[src/rtl/cdr_pkg.sv]
// rtl/cdr_pkg.sv - shared types and divider constants for the CDR loop controller
// Contents:
//   cdr_state_t : loop state (IDLE=0, ACQ=1, LOCK=2)
//   NB_P_*      : sampling-period divider limits, shared with the divider
package cdr_pkg;

  typedef enum logic [1:0] {
    ST_IDLE = 2'd0,
    ST_ACQ  = 2'd1,
    ST_LOCK = 2'd2
  } cdr_state_t;

  localparam logic [5:0] NB_P_MIN  = 6'd23;
  localparam logic [5:0] NB_P_RST  = 6'd25;
  localparam logic [5:0] NB_P_MAX  = 6'd27;
  localparam logic [5:0] NB_P_STEP = 6'd2;

endpackage

[src/rtl/cdr_vote_acc.sv]
// rtl/cdr_vote_acc.sv - signed saturating early/late vote accumulator
// Ports:
//   i_clk, i_rst : clock, synchronous active-high reset
//   i_edge       : transition pulse; i_early qualifies it (1 = +1, 0 = -1)
//   i_clr        : window boundary; restarts the window, same-cycle vote goes to the new one
//   o_acc        : signed vote sum of the current window
//   o_any_edge   : at least one edge seen in the current window
module cdr_vote_acc #(
  parameter int P_ACC_W = 6
) (
  input  logic                      i_clk,
  input  logic                      i_rst,
  input  logic                      i_edge,
  input  logic                      i_early,
  input  logic                      i_clr,
  output logic signed [P_ACC_W-1:0] o_acc,
  output logic                      o_any_edge
);

  localparam logic signed [P_ACC_W-1:0] ACC_MAX = {1'b0, {(P_ACC_W-1){1'b1}}};
  localparam logic signed [P_ACC_W-1:0] ACC_MIN = -ACC_MAX;
  localparam logic signed [P_ACC_W-1:0] ACC_ONE = {{(P_ACC_W-1){1'b0}}, 1'b1};

  logic signed [P_ACC_W-1:0] acc_q, acc_d, base;
  logic                      any_edge_q, any_edge_d;

  always_comb begin
    // Clear wins; the vote arriving with the clear seeds the next window.
    base       = i_clr ? '0 : acc_q;
    acc_d      = base;
    any_edge_d = (i_clr ? 1'b0 : any_edge_q) | i_edge;
    if (i_edge && i_early && (base != ACC_MAX)) begin
      acc_d = base + ACC_ONE;
    end else if (i_edge && !i_early && (base != ACC_MIN)) begin
      acc_d = base - ACC_ONE;
    end
  end

  always_ff @(posedge i_clk) begin
    if (i_rst) begin
      acc_q      <= '0;
      any_edge_q <= 1'b0;
    end else begin
      acc_q      <= acc_d;
      any_edge_q <= any_edge_d;
    end
  end

  assign o_acc      = acc_q;
  assign o_any_edge = any_edge_q;

endmodule

[src/rtl/cdr_loop_ctrl.sv]
// rtl/cdr_loop_ctrl.sv - CDR loop controller: window decisions, request/apply handshake, lock FSM
// Ports:
//   i_clk, i_rst         : clock, synchronous active-high reset
//   i_edge, i_early      : edge pulse and its early/late qualifier
//   i_win_tick           : end-of-window pulse
//   i_apply              : divider adjustment slot, consumes a pending request
//   i_nb_p               : divider's current period count
//   o_T, o_E             : correction request and direction (0 = -2, 1 = +2)
//   o_state, o_locked    : loop state and lock flag
//   o_ovr_cnt            : saturating count of decisions dropped while a request was pending
module cdr_loop_ctrl
  import cdr_pkg::*;
#(
  parameter int P_ACC_W      = 6,
  parameter int P_ACQ_THR    = 1,
  parameter int P_TRK_THR    = 4,
  parameter int P_LOCK_WIN   = 8,
  parameter int P_UNLOCK_WIN = 3,
  parameter int P_LOS_WIN    = 4
) (
  input  logic       i_clk,
  input  logic       i_rst,
  input  logic       i_edge,
  input  logic       i_early,
  input  logic       i_win_tick,
  input  logic       i_apply,
  input  logic [5:0] i_nb_p,
  output logic       o_T,
  output logic       o_E,
  output logic [1:0] o_state,
  output logic       o_locked,
  output logic [7:0] o_ovr_cnt
);

  localparam logic [7:0] LOCK_WIN   = 8'(P_LOCK_WIN);
  localparam logic [7:0] UNLOCK_WIN = 8'(P_UNLOCK_WIN);
  localparam logic [7:0] LOS_WIN    = 8'(P_LOS_WIN);

  logic signed [P_ACC_W-1:0] acc, thr;
  logic                      any_edge;

  cdr_state_t state_q, state_d;
  logic       t_q, t_d, e_q, e_d, locked_q, locked_d;
  logic [7:0] ovr_q, ovr_d, quiet_q, quiet_d, corr_q, corr_d, los_q, los_d;
  logic       dec_dn, dec_up, correct, t_held;

  cdr_vote_acc #(.P_ACC_W(P_ACC_W)) u_vote_acc (
    .i_clk      (i_clk),
    .i_rst      (i_rst),
    .i_edge     (i_edge),
    .i_early    (i_early),
    .i_clr      (i_win_tick),
    .o_acc      (acc),
    .o_any_edge (any_edge)
  );

  always_comb begin
    state_d = state_q;
    e_d     = e_q;
    ovr_d   = ovr_q;
    quiet_d = quiet_q;
    corr_d  = corr_q;
    los_d   = los_q;

    thr = (state_q == ST_LOCK) ? P_ACC_W'(P_TRK_THR) : P_ACC_W'(P_ACQ_THR);
    // A correction that would push the divider past its range is a quiet window.
    dec_dn  = (acc >= thr)  && (i_nb_p != NB_P_MIN);
    dec_up  = (acc <= -thr) && (i_nb_p != NB_P_MAX);
    correct = i_win_tick && (state_q != ST_IDLE) && (dec_dn || dec_up);

    // An apply in this cycle retires the old request before a new decision lands.
    t_held = t_q && !i_apply;
    t_d    = t_held;
    if (correct) begin
      if (t_held) begin
        ovr_d = (ovr_q == 8'hFF) ? ovr_q : ovr_q + 8'd1;
      end else begin
        t_d = 1'b1;
        e_d = !dec_dn;
      end
    end

    case (state_q)
      ST_IDLE: begin
        if (i_edge) state_d = ST_ACQ;
      end
      ST_ACQ: begin
        if (i_win_tick) begin
          if (correct) begin
            quiet_d = '0;
          end else if (quiet_q + 8'd1 == LOCK_WIN) begin
            state_d = ST_LOCK;
            quiet_d = '0;
            corr_d  = '0;
          end else begin
            quiet_d = quiet_q + 8'd1;
          end
        end
      end
      ST_LOCK: begin
        if (i_win_tick) begin
          if (!correct) begin
            corr_d = '0;
          end else if (corr_q + 8'd1 == UNLOCK_WIN) begin
            state_d = ST_ACQ;
            corr_d  = '0;
            quiet_d = '0;
          end else begin
            corr_d = corr_q + 8'd1;
          end
        end
      end
      default: state_d = ST_IDLE;
    endcase

    // Loss of signal overrides any other transition taken in the same window.
    if (i_win_tick && (state_q != ST_IDLE)) begin
      if (any_edge) begin
        los_d = '0;
      end else if (los_q + 8'd1 == LOS_WIN) begin
        state_d = ST_IDLE;
        t_d     = 1'b0;
        quiet_d = '0;
        corr_d  = '0;
        los_d   = '0;
      end else begin
        los_d = los_q + 8'd1;
      end
    end

    locked_d = (state_d == ST_LOCK);
  end

  always_ff @(posedge i_clk) begin
    if (i_rst) begin
      state_q  <= ST_IDLE;
      t_q      <= 1'b0;
      e_q      <= 1'b0;
      locked_q <= 1'b0;
      ovr_q    <= '0;
      quiet_q  <= '0;
      corr_q   <= '0;
      los_q    <= '0;
    end else begin
      state_q  <= state_d;
      t_q      <= t_d;
      e_q      <= e_d;
      locked_q <= locked_d;
      ovr_q    <= ovr_d;
      quiet_q  <= quiet_d;
      corr_q   <= corr_d;
      los_q    <= los_d;
    end
  end

  assign o_T       = t_q;
  assign o_E       = e_q;
  assign o_state   = state_q;
  assign o_locked  = locked_q;
  assign o_ovr_cnt = ovr_q;

endmodule
[config.mk]
export PLATFORM = sky130hd
export DESIGN_NAME = cdr_loop_ctrl
export DESIGN_NICKNAME = d
export VERILOG_FILES = /design/src/rtl/cdr_pkg.sv /design/src/rtl/cdr_vote_acc.sv /design/src/rtl/cdr_loop_ctrl.sv
export SDC_FILE = /design/constraint.sdc
export NUM_CORES = 1
export LEC_CHECK = 0
export CAP_MARGIN = 30
export CORE_MARGIN = 4
export CORE_UTILIZATION = 28
export CTS_CLUSTER_DIAMETER = 60
export DETAILED_ROUTE_END_ITERATION = 7
export PLACE_DENSITY = 0.46
export SYNTH_ARGS = -nofsm -noshare
export SYNTH_HDL_FRONTEND = slang
export SYNTH_SLANG_ARGS = --single-unit
[constraint.sdc]
create_clock -name i_clk -period 7.1 [get_ports i_clk]
set_clock_uncertainty 0.1 [all_clocks]
set_input_delay 2.13 -clock i_clk [delete_from_list [all_inputs] [get_ports i_clk]]
set_output_delay 2.13 -clock i_clk [all_outputs]
set_load 0.05 [all_outputs]
* After elaboration in Yosys (flattened, before gate mapping) *
Index checks and enable logic that the tools add are counted.

storage, ports and cells
  register bits = 44
  bits of input ports = 12
  output and inout bits = 13
  word-level logic and storage cells = 92

operators by class
  $add $sub $neg = 7
  magnitude comparators = 2
  equality and inequality tests = 11
  mux-type cells = 42
  bitwise logic cells = 3
  reductions and logical operators = 17

operators by type and width
  cell                 number
  $mux 8               20
  $add 8x1->8 const B  4
  $pmux 8 s2           2
  $mux 2               10
  $mux 6               3
  $ne 6x5->1 const B   2
  $ne 6x6->1 const B   2
  $logic_and 1x1->1    9
  $eq 8x2->1 const B   1
  $eq 8x3->1 const B   1
  $eq 8x4->1 const B   1
  $eq 8x8->1 const B   1
  $add 6x2->6 const B  1
  $ge 6x4->1           1
  $le 6x6->1           1
  $neg 3->6            1
  $pmux 2 s3           1
  $sub 6x2->6 const B  1
  $mux 1               5
  $eq 2x2->1 const B   2
  $logic_not 1->1      3
  $mux 3               1
  $reduce_and 3->1     1
  $eq 2x1->1 const B   1
  6 further kinds      7

* Longest topological paths before layout *
Gate-level depths: netlist (run 1).

  depth after elaboration = 14
  depth in mapped cells = 13
  gate-level depth less buffers = 10

* Hierarchy *
A second synthesis (run 1) with hierarchy kept.

second synthesis, totals
  cell total of the unflattened synthesis = 362
  area total of the unflattened synthesis = 2880.3 sq um

by module, submodules not included
  module         instances  cells an instance  area each (sq um)  sequential area each (sq um)
  cdr_loop_ctrl  1          295                2346.0             740.7
  cdr_vote_acc   1          67                 534.3              140.1

* Worst setup path before layout (run 1) *
Ideal clock, no wire load.

  path type = input-to-reg
  from = in i_win_tick
  to = reg u_vote_acc.acc_q[3], in the netlist u_vote_acc.o_acc[3]
  setup time = 0.058 ns
  arrival time = 3.987 ns
  required time = 6.942 ns
  slack = 2.955 ns
  stages = 12
  buffers on the path = 2
  cells stage by stage = clkbuf_1 -> inv_1 -> clkbuf_1 -> nand2_1 -> inv_1 -> ha_1 -> nand3b_1 -> o311a_1 -> nand4_1 -> o41ai_1 -> a22oi_1 -> o21a_1

on the way
  longest elaborated chain between the ends = 5
  elaborated cells on any way between the ends = 9
  classes of those cells = 2 x add/sub; 2 x eq/ne; 3 x mux; 2 x reduce/logical

ends and longest elaborated chain
  item                                                 RTL line             source
  start, declared                                      cdr_loop_ctrl.sv:25  input logic i_win_tick,
  $mux 6 (*)                                           cdr_vote_acc.sv:29   base = i_clr ? '0 : acc_q;
  branches (longest 3 deep; another with $sub 6x2->6)  n/a
  $mux 6 (*)                                           cdr_vote_acc.sv:32   if (i_edge && i_early && (base != ACC_MAX)) begin
  end signal, assigned                                 cdr_vote_acc.sv:41   acc_q <= '0;
  end signal, assigned                                 cdr_vote_acc.sv:44   acc_q <= acc_d;
  end, declared                                        cdr_vote_acc.sv:24   logic signed [P_ACC_W-1:0] acc_q, acc_d, base;

Every way passes the cells marked *.
A chain may end at the register's enable or synchronous reset.

* Worst setup path in the final report (run 1) *
  from = in i_win_tick
  to = reg corr_q[1]

on the way
  longest elaborated chain between the ends = 8
  elaborated cells on any way between the ends = 10
  classes of those cells = 8 x mux; 2 x reduce/logical

ends and longest elaborated chain
  item                       RTL line                                   source
  $logic_and 1x1->1          cdr_loop_ctrl.sv:69, cdr_loop_ctrl.sv:117
  $logic_and 1x1->1          cdr_loop_ctrl.sv:69                        correct = i_win_tick && (state_q != ST_IDLE) && (dec_dn || dec_up);
  $mux 8 (on tied branches)  cdr_loop_ctrl.sv:102, cdr_loop_ctrl.sv:89
  $mux 8 (on tied branches)  cdr_loop_ctrl.sv:101, cdr_loop_ctrl.sv:88
  $pmux 8 s2                 cdr_loop_ctrl.sv:83                        case (state_q)
  $mux 8                     cdr_loop_ctrl.sv:120                       end else if (los_q + 8'd1 == LOS_WIN) begin
  $mux 8                     cdr_loop_ctrl.sv:118                       if (any_edge) begin
  $mux 8 (*)                 cdr_loop_ctrl.sv:117                       if (i_win_tick && (state_q != ST_IDLE)) begin
  end signal, assigned       cdr_loop_ctrl.sv:151                       corr_q <= corr_d;
  end, declared              cdr_loop_ctrl.sv:44                        logic [7:0] ovr_q, ovr_d, quiet_q, quiet_d, corr_q, corr_d, los_q, los_d;

Every way passes the cells marked *; elsewhere a longest branch is shown, timed or not.

==> out/results.tsv, run 1 <==
stage	metric	value	unit
status	outcome	finished, final reports clean	
critical_path	Critical R2R Capture	corr_q[7]	
yosys	Synth Register Bits	44	
yosys	commonest cells in the netlist	dfxtp_1 (44), nor2_1 (31), a21oi_1 (28), nand2_1 (28), o21ai_0 (21)	
critical_path	crit end category	flip-flop	
hold_path	worst hold stages	2	
yosys	synthesized area per cell	7.86	sq um
critical_path	R2R cell count	10	
flow_run	Max-cap violations	0	
route	top sig layer	met4	
route	antenna-violating nets left	0	
sta	max_slew headroom	48.9	%
yosys	async set-or-reset flop fraction in the synthesized netlist	0	%
final_layout	share of cells above drive strength 1	5.38	%
sta	final hold viol count	0	
critical_path	critical path startpoint category	primary input	
hold_path	Hold EP	o_ovr_cnt[1]	
sta	min Tclk post-route	4.98	ns
critical_path	crit path max fanout	25	
sta	Tcrit/Tclk final	70.1	%
yosys	Yosys top cell by area	dfxtp_1	
floorplan	die area	11600	sq um
clock_tree	Post-CTS Setup Inserts	0	
pwr	Max VDD drop	80.0	uV
yosys	Netlist cell types	58	
route	met2 WL post-DR	3200	um
clock_tree	CTS Buf Count	5	
route	Initial DRC Count	125	
place	Post-Place Worst Slack	1.78	ns
critical_path	Arrival @ worst endpoint	5.11	ns
pwr	Static Leakage	1.11	nW
yosys	Post-Syn Nets	382	
yosys	Synth top area share	31.7	%
yosys	Most used DFF post-synth	dfxtp_1	
final_layout	fin nets	399	
sta	Sum Neg Setup Slack	0	ns
yosys	Yosys warnings	0	
route	WL final	6990	um
yosys	count leader, synth	dfxtp_1	
route	met3 routed wirelength	267	um
sta	WHS	0.423	ns
hold_path	Hold Path Class	flip-flop to flip-flop	
floorplan	row count	36	
critical_path	Worst R2R Setup Slack	3.21	ns
pwr	PwrDens	166	nW/um^2
route	detailed-route via count	2579	
grt	GR Util All Layers	12.5	%
sta	Final WS setup	2.12	ns
clock_tree	H-tree levels	2	
grt	pin count of the biggest net entering global routing	27	
yosys	Synth area leaders	dfxtp_1 (32%), ha_1 (7.2%), a21oi_1 (5.0%)	
place	I/O Buffers	24	
floorplan	core area	9730	sq um
grt	vias in the first global route	2461	
critical_path	launching point of the worst reg2reg path	o_state[0]	
clock_tree	clk sink count	44	
final_layout	ANT cells	0	
route	post-DR wirelength/cell	13.8	um
clock_tree	Clock Tree Root	clkbuf_8	
sta	RSZ-0062 raised after global routing	no	
route	drc violations	0	
sta	Setup violations, final	0	
yosys	sequential fraction of the synthesis area	31.7	%
place	DPL Wire Length	5080	um
route	met1 wire length	3470	um
sta	worst slew pin tran	0.764	ns
yosys	number of synthesized flops with an enable pin	0	
pwr	total power draw	0.540	mW
yosys	Post-Syn Area	2780	sq um
grt	initial antenna violation count	0	
grt	first-pass GRT wire length	11900	um
hold_path	Hold Path Origin	o_ovr_cnt[1]	
route	DR pass1 iterations	4	
clock_tree	Post-CTS Resized	0	
sta	pins over their slew limit	0	
clock_tree	hold_buf cts	0	
floorplan	Boundary Pins	25	
clock_tree	Reg clk slew, reported paths	0.09	ns
clock_tree	Max clock buf depth	2	
critical_path	Critical Setup Path Class	primary input to flip-flop	
clock_tree	worst skew pair latency	0.30	ns
grt	gr ovfl total	0	
floorplan	die height	108	um
floorplan	die width	108	um
yosys	Syn Inst Count	354	
sta	Fmax	201	MHz
route	Via density	5.11	
place	Placer Congestion	0.812	
final_layout	Synth-to-Final Area Change	16.7	%
critical_path	Worst EP required	7.23	ns
clock_tree	CTS tree	built	
floorplan	Starting Density	28.6	%
final_layout	final core utilization	33.4	%
## through the flow
stage	std cells	cell area, sq um
floorplan	354	2780
global placement	497	3140
detailed placement	497	3140
CTS	505	3250
global route	505	3250
finish	505	3250
## cell families after synthesis
family          count (synthesis)  synth area share, %
compound gates                105                 25.2
xor+xnor                       12                 3.78
fa+ha+maj                      16                 7.19
buf+inv                        32                 4.50
flops                          44                 31.7
mux                             1                0.360
simple gates                  144                 27.3
## worst max-delay path, stage by stage
cell and delay (ns):
clkdlybuf4s50_1 0.96, nand2b_1 0.36, a311oi_1 0.49, a22oi_4 0.27
a32oi_1 0.58, a21oi_1 0.12, o22ai_1 0.19
## per-layer routing
| layer | up-vias | GRT usage, % |
|---|---|---|
| li1 | 1336 | - |
| met3 | 4 | 2.58 |
| met5 | - | 0 |
| met2 | 40 | 21.0 |
| met1 | 1199 | 16.7 |
| met4 | 0 | 2.43 |
## power by group
part / switching (mW) / total, mW / internal (mW)
logic: 0.0503 / 0.0813 / 0.0310
clock network: 0.0930 / 0.198 / 0.105
registers: 0.00896 / 0.261 / 0.252
total: 0.152 / 0.540 / 0.388
## flip-flops by register name (all words and copies together) (netlist names)
name / cells
u_vote_acc.o_acc: 6
o_state: 2
o_locked: 1
o_E: 1
u_vote_acc.o_any_edge: 1
corr_q: 8
quiet_q: 8
o_T: 1
o_ovr_cnt: 8
los_q: 8
## worst max path at each step
stage | end | slack (ns) | cells past startpoint | startpoint
2_1_floorplan | u_vote_acc.o_acc[3] | 2.95 | 12 | i_win_tick
3_3_place_gp | corr_q[6] | 1.83 | 7 | i_win_tick
3_5_place_dp | corr_q[7] | 1.78 | 7 | i_win_tick
4_1_cts | corr_q[7] | 2.10 | 7 | i_win_tick
5_1_grt | u_vote_acc.o_acc[5] | 1.79 | 11 | i_win_tick
6_report | corr_q[1] | 2.12 | 7 | i_win_tick
## cell type report
type	instances	area, sq um
Timing Repair Buffer	26	255
Sequential cell	44	881
Fill cell	1042	6480
Inverter	16	60.1
Multi-Input combinational cell	278	1780
Clock buffer	6	72.6
Clock inverter	2	35.0
Tap cell	133	166
## layout by cell type (no fill, tap or decap), types with 4 or more instances in the layout
| cell type | synthesis | final |
|---|---|---|
| a21o_1 | 4 | 4 |
| a21oi_1 | 28 | 28 |
| a311oi_1 | 4 | 4 |
| a31o_2 | 7 | 7 |
| a31oi_1 | 12 | 12 |
| clkbuf_8 | 0 | 5 |
| clkdlybuf4s50_1 | 0 | 24 |
| dfxtp_1 | 44 | 44 |
| ha_1 | 16 | 16 |
| inv_1 | 16 | 16 |
| nand2_1 | 28 | 28 |
| nand2b_1 | 9 | 9 |
| nand3_1 | 17 | 17 |
| nand4_1 | 6 | 6 |
| nor2_1 | 31 | 31 |
| nor2b_1 | 10 | 10 |
| nor3_1 | 7 | 7 |
| nor4_1 | 6 | 6 |
| o21ai_0 | 21 | 21 |
| o22ai_1 | 4 | 4 |
| or3_1 | 8 | 8 |
| xnor2_1 | 11 | 11 |
(Power assumes the default switching activity.)
==> run 2, diff against run 1 <==
- clock period: 7.1 -> 4.6 ns (I/O delays scaled with it)
==> out/results.tsv, run 2 (synthesized netlist as in run 1, its figures left out) <==
stage	metric	value	unit	change
status	outcome	finished, final reports clean		
floorplan	Starting Density	28.6	%	unchanged
route	detailed-route via count	2601		+0.85%
place	I/O Buffers	24		unchanged
pwr	clock network power share	38.2	%	+1.6 points
critical_path	crit path max fanout	25		unchanged
route	Initial DRC Count	154		+23%
sta	pins over their slew limit	0		unchanged
place	DP Area	3150	sq um	+0.48%
pwr	net switching power	0.226	mW	+48%
critical_path	slowest CP cell	a22oi_4		
sta	Sum Neg Setup Slack	0	ns	unchanged
route	WL final	6810	um	-2.6%
clock_tree	clk sink count	44		unchanged
critical_path	crit path cell chain	inv_1 -> ha_1 -> inv_1 -> ha_1 -> or3b_1 -> a2111o_1 -> a22oi_4 -> a32oi_1 -> a21o_1 -> a32o_1		
clock_tree	Clock Tree Root	clkbuf_8		
floorplan	die height	108	um	unchanged
sta	Tcrit/Tclk final	83.1	%	
route	Via density	5.13		+0.46%
grt	GR Util All Layers	12.1	%	-0.44 points
pwr	Max VDD drop	110	uV	+37%
hold_path	worst hold stages	2		unchanged
floorplan	row count	36		unchanged
sta	WHS	0.418	ns	-0.00432 ns
route	post-DR wirelength/cell	13.4	um	-3.0%
sta	min Tclk post-route	3.82	ns	
grt	initial antenna violation count	0		unchanged
sta	final hold viol count	0		unchanged
place	DPL Wire Length	5060	um	-0.44%
floorplan	die area	11600	sq um	unchanged
route	DR pass1 iterations	4		unchanged
pwr	PwrDens	261	nW/um^2	+57%
floorplan	core area	9730	sq um	unchanged
grt	gr ovfl total	0		unchanged
clock_tree	hold_buf cts	0		unchanged
sta	worst slew pin tran	0.657	ns	-0.106 ns
sta	max_slew headroom	56.2	%	+7.2 points
clock_tree	Max clock buf depth	2		unchanged
final_layout	most frequent cells in the layout	dfxtp_1 (44), nor2_1 (31), nand2_1 (28), a21oi_1 (28), clkdlybuf4s50_1 (24)		
pwr	Seq pwr share	47.0	%	-1.3 points
final_layout	share of cells above drive strength 1	6.15	%	+0.77 points
critical_path	Arrival @ worst endpoint	3.91	ns	-1.20 ns
critical_path	R2R cell count	10		unchanged
clock_tree	Reg clk slew, reported paths	0.09	ns	about the same
hold_path	Hold Path Class	flip-flop to flip-flop		
floorplan	die width	108	um	unchanged
final_layout	commonest non-fill, non-tap cell in the layout	dfxtp_1		
final_layout	Filler cells	1037		-0.48%
pwr	combinational power share	14.8	%	-0.3 points
place	Placer Congestion	0.774		-4.7%
final_layout	count of non-filler cells in the finished layout	507		+0.40%
sta	RSZ-0062 raised after global routing	no		
clock_tree	Post-CTS Setup Inserts	0		unchanged
route	drc violations	0		unchanged
critical_path	critical path startpoint category	flip-flop		
sta	Setup violations, final	0		unchanged
floorplan	Boundary Pins	25		unchanged
place	placed cell count	499		+0.40%
grt	pin count of the biggest net entering global routing	26		-3.7%
route	antenna-violating nets left	0		unchanged
final_layout	design area	3280	sq um	+1.0%
critical_path	CP max stage delay	0.58	ns	-0.38 ns
pwr	Static Leakage	1.13	nW	+1.7%
final_layout	ANT cells	0		unchanged
pwr	Internal Power	0.630	mW	+62%
grt	vias in the first global route	2403		-2.4%
clock_tree	CTS tree	built		
clock_tree	H-tree levels	2		unchanged
flow_run	Max-cap violations	0		unchanged
critical_path	Critical Setup Path Class	flip-flop to flip-flop		
final_layout	Synth-to-Final Area Change	17.9	%	
critical_path	Worst EP required	4.69	ns	-2.54 ns
pwr	Sw Ratio	26.4	%	-1.8 points
clock_tree	worst skew pair latency	0.30	ns	about the same
clock_tree	Post-CTS Resized	0		unchanged
critical_path	crit end category	flip-flop		
clock_tree	CTS Buf Count	5		unchanged
sta	Fmax	262	MHz	
grt	first-pass GRT wire length	11500	um	-3.7%
final_layout	fin nets	401		+0.50%
run 2: worst paths after layout:
path                     to  slack [ns]  startpoint
setup reg to reg  corr_q[7]        0.78  o_state[0]
setup / recovery  corr_q[7]        0.78  o_state[0]
hold reg to reg         o_E        0.42         o_E
hold / removal          o_E        0.42         o_E
run 2: per-layer routing:
| metal | track usage (%) | routed length [um] | vias to the layer above |
|---|---|---|---|
| li1 | - | - | 1345 |
| met1 | 15.6 | 3320 | 1211 |
| met2 | 19.9 | 3140 | 36 |
| met3 | 2.76 | 246 | 9 |
| met4 | 3.97 | 106 | 0 |
| met5 | 0 | 0 | - |
run 2: layout make-up:
type	count	area (sq um)	area share, %
Clock buffer	7	96.3	2.94
Clock inverter	1	30.0	0.915
Inverter	16	60.1	1.83
Multi-Input combinational cell	278	1780	54.2
Sequential cell	44	881	26.8
Tap cell	133	166	5.07
Timing Repair Buffer	28	270	8.24
run 2: per-stage QoR:
| stage | total power, mW | setup WS, ns | util, % |
|---|---|---|---|
| floorplan | 0.497 | 1.13 | - |
| global placement | 0.540 | 0.689 | 32.4 |
| detailed placement | 0.539 | 0.653 | 32.4 |
| CTS | 0.874 | 0.766 | 33.7 |
| global route | 0.903 | 0.507 | 33.7 |
| finish | 0.856 | 0.778 | 33.7 |
run 2: power groups by stage:
| stage | clock (mW) | combinational [mW] | sequential [mW] |
|---|---|---|---|
| after floorplan | 0 | 0.0822 | 0.415 |
| after global placement | 0 | 0.128 | 0.412 |
| after detailed placement | 0 | 0.128 | 0.411 |
| after CTS | 0.343 | 0.128 | 0.402 |
| after global routing | 0.356 | 0.142 | 0.405 |
| final | 0.327 | 0.127 | 0.402 |
run 2: worst max-delay path, delay by kind of cell (launching register included):
family	cells	cell delay, ns
AO/OA/AOI/OAI	5	1.94
adder cells (fa/ha/maj)	2	0.68
flip-flops	1	0.38
AND/OR/NAND/NOR	1	0.35
buffers and inverters	2	0.26
==> run 3, diff against run 2 <==
- clock period: 4.6 -> 3.7 ns (I/O delays scaled with it)
==> out/results.tsv, run 3 (synthesized netlist as in run 1, its figures left out) <==
stage	metric	value	unit	change
route	met3 routed wirelength	211	um	-14%
clock_tree	clk sink count	44		unchanged
floorplan	die height	108	um	unchanged
pwr	combinational power share	15.7	%	+0.9 points
clock_tree	Max clock buf depth	2		unchanged
final_layout	most frequent cells in the layout	dfxtp_1 (44), nor2_1 (31), nand2_1 (28), a21oi_1 (28), clkdlybuf4s50_1 (24)		
pwr	Max VDD drop	131	uV	+19%
place	Placer Congestion	0.775		+0.18%
pwr	Seq pwr share	47.3	%	+0.3 points
clock_tree	Post-CTS Resized	0		unchanged
route	met1 wire length	3500	um	+5.5%
critical_path	Arrival @ worst endpoint	3.56	ns	-0.35 ns
clock_tree	CTS Buf Count	5		unchanged
clock_tree	worst skew pair latency	0.30	ns	about the same
route	Initial DRC Count	99		-36%
final_layout	share of cells above drive strength 1	7.87	%	+1.7 points
final_layout	design area	3320	sq um	+1.3%
floorplan	Starting Density	28.6	%	unchanged
critical_path	crit path max fanout	16		-36%
final_layout	fin nets	408		+1.7%
sta	final hold viol count	0		unchanged
route	drc violations	0		unchanged
final_layout	ANT cells	0		unchanged
grt	vias in the first global route	2425		+0.92%
grt	pin count of the biggest net entering global routing	17		-35%
sta	RSZ-0062 raised after global routing	no		
grt	GR Util All Layers	12.6	%	+0.46 points
final_layout	final core utilization	34.1	%	+0.42 points
place	DPL Wire Length	5370	um	+6.1%
grt	first-pass GRT wire length	11900	um	+4.2%
route	antenna-violating nets left	0		unchanged
critical_path	Worst EP required	3.80	ns	-0.89 ns
place	DP Area	3210	sq um	+1.7%
floorplan	die width	108	um	unchanged
pwr	net switching power	0.303	mW	+34%
floorplan	row count	36		unchanged
pwr	clock network power share	37.0	%	-1.2 points
clock_tree	Clock Tree Root	clkbuf_8		
sta	pins over their slew limit	0		unchanged
status	outcome	finished, final reports clean		
final_layout	Synth-to-Final Area Change	19.4	%	
sta	Setup violations, final	0		unchanged
sta	Sum Neg Setup Slack	0	ns	unchanged
sta	Fmax	289	MHz	+10%
clock_tree	H-tree levels	2		unchanged
route	detailed-route via count	2617		+0.62%
clock_tree	Post-CTS Setup Inserts	0		unchanged
clock_tree	CTS tree	built		
route	WL final	7090	um	+4.1%
critical_path	crit end category	flip-flop		
pwr	Internal Power	0.754	mW	+20%
floorplan	Boundary Pins	25		unchanged
sta	max_slew headroom	61.6	%	+5.4 points
critical_path	critical path startpoint category	flip-flop		
pwr	Sw Ratio	28.6	%	+2.2 points
sta	min Tclk post-route	3.46	ns	-0.363 ns
place	I/O Buffers	24		unchanged
route	DR pass1 iterations	4		unchanged
sta	Tcrit/Tclk final	93.5	%	+10 points
floorplan	core area	9730	sq um	unchanged
flow_run	Max-cap violations	0		unchanged
route	post-DR wirelength/cell	13.8	um	+2.7%
sta	worst slew pin tran	0.576	ns	-0.0814 ns
clock_tree	Reg clk slew, reported paths	0.10	ns	about the same
grt	initial antenna violation count	0		unchanged
route	top sig layer	met4		
hold_path	Hold Path Class	flip-flop to flip-flop		
route	met2 WL post-DR	3310	um	+5.3%
final_layout	commonest non-fill, non-tap cell in the layout	dfxtp_1		
route	Via density	5.09		-0.76%
clock_tree	hold_buf cts	0		unchanged
floorplan	die area	11600	sq um	unchanged
pwr	Static Leakage	1.15	nW	+2.1%
pwr	PwrDens	318	nW/um^2	+22%
critical_path	Critical Setup Path Class	flip-flop to flip-flop		
grt	gr ovfl total	0		unchanged
-- run 3: layer usage --
layer  global-route usage (%)  vias to the layer above
li1                         -                     1352
met1                     16.4                     1231
met2                     21.0                       29
met3                     2.64                        5
met4                     3.16                        0
met5                        0                        -
-- run 3: area by class of cell --
class                      count  area (sq um)
inverter                      16          60.1
multi-input combinational    278          1780
timing repair buffer          35           323
clock buffer                   5          68.8
fill                        1062          6410
sequential                    44           881
clock inverter                 3          46.3
tap                          133           166
-- run 3: worst paths after layout --
kind	end	slack, ns	cells past startpoint	from
setup reg to reg	corr_q[6]	0.24	10	o_state[0]
setup / recovery	corr_q[6]	0.24	10	o_state[0]
hold / removal	o_E	0.42	2	o_E
hold reg to reg	o_E	0.42	2	o_E
-- run 3: worst max-delay path, stage by stage, from the launching register on --
cell and delay, ns:
dfxtp_1 0.45, inv_1 0.12, ha_1 0.22, inv_1 0.11, ha_1 0.25, or3b_1 0.35
a2111o_1 0.48, a22oi_4 0.44, a32oi_1 0.32, a21o_1 0.26, a32o_1 0.26
-- run 3: power groups by stage --
stage | sequential, mW | clock (mW) | combinational [mW]
after CTS | 0.500 | 0.406 | 0.167
after global placement | 0.511 | 0 | 0.167
after detailed placement | 0.511 | 0 | 0.166
final | 0.500 | 0.391 | 0.166
after floorplan | 0.515 | 0 | 0.102
after global routing | 0.503 | 0.424 | 0.185
-- run 3: stage by stage --
stage,power [mW],setup slack [ns],hold slack (ns),cells
after global routing,1.11,0.0438,0.457,514
final,1.06,0.241,0.422,514
after floorplan,0.618,0.227,0.371,354
after detailed placement,0.677,0.180,0.405,506
after CTS,1.07,0.210,0.424,514
after global placement,0.679,0.212,0.400,506
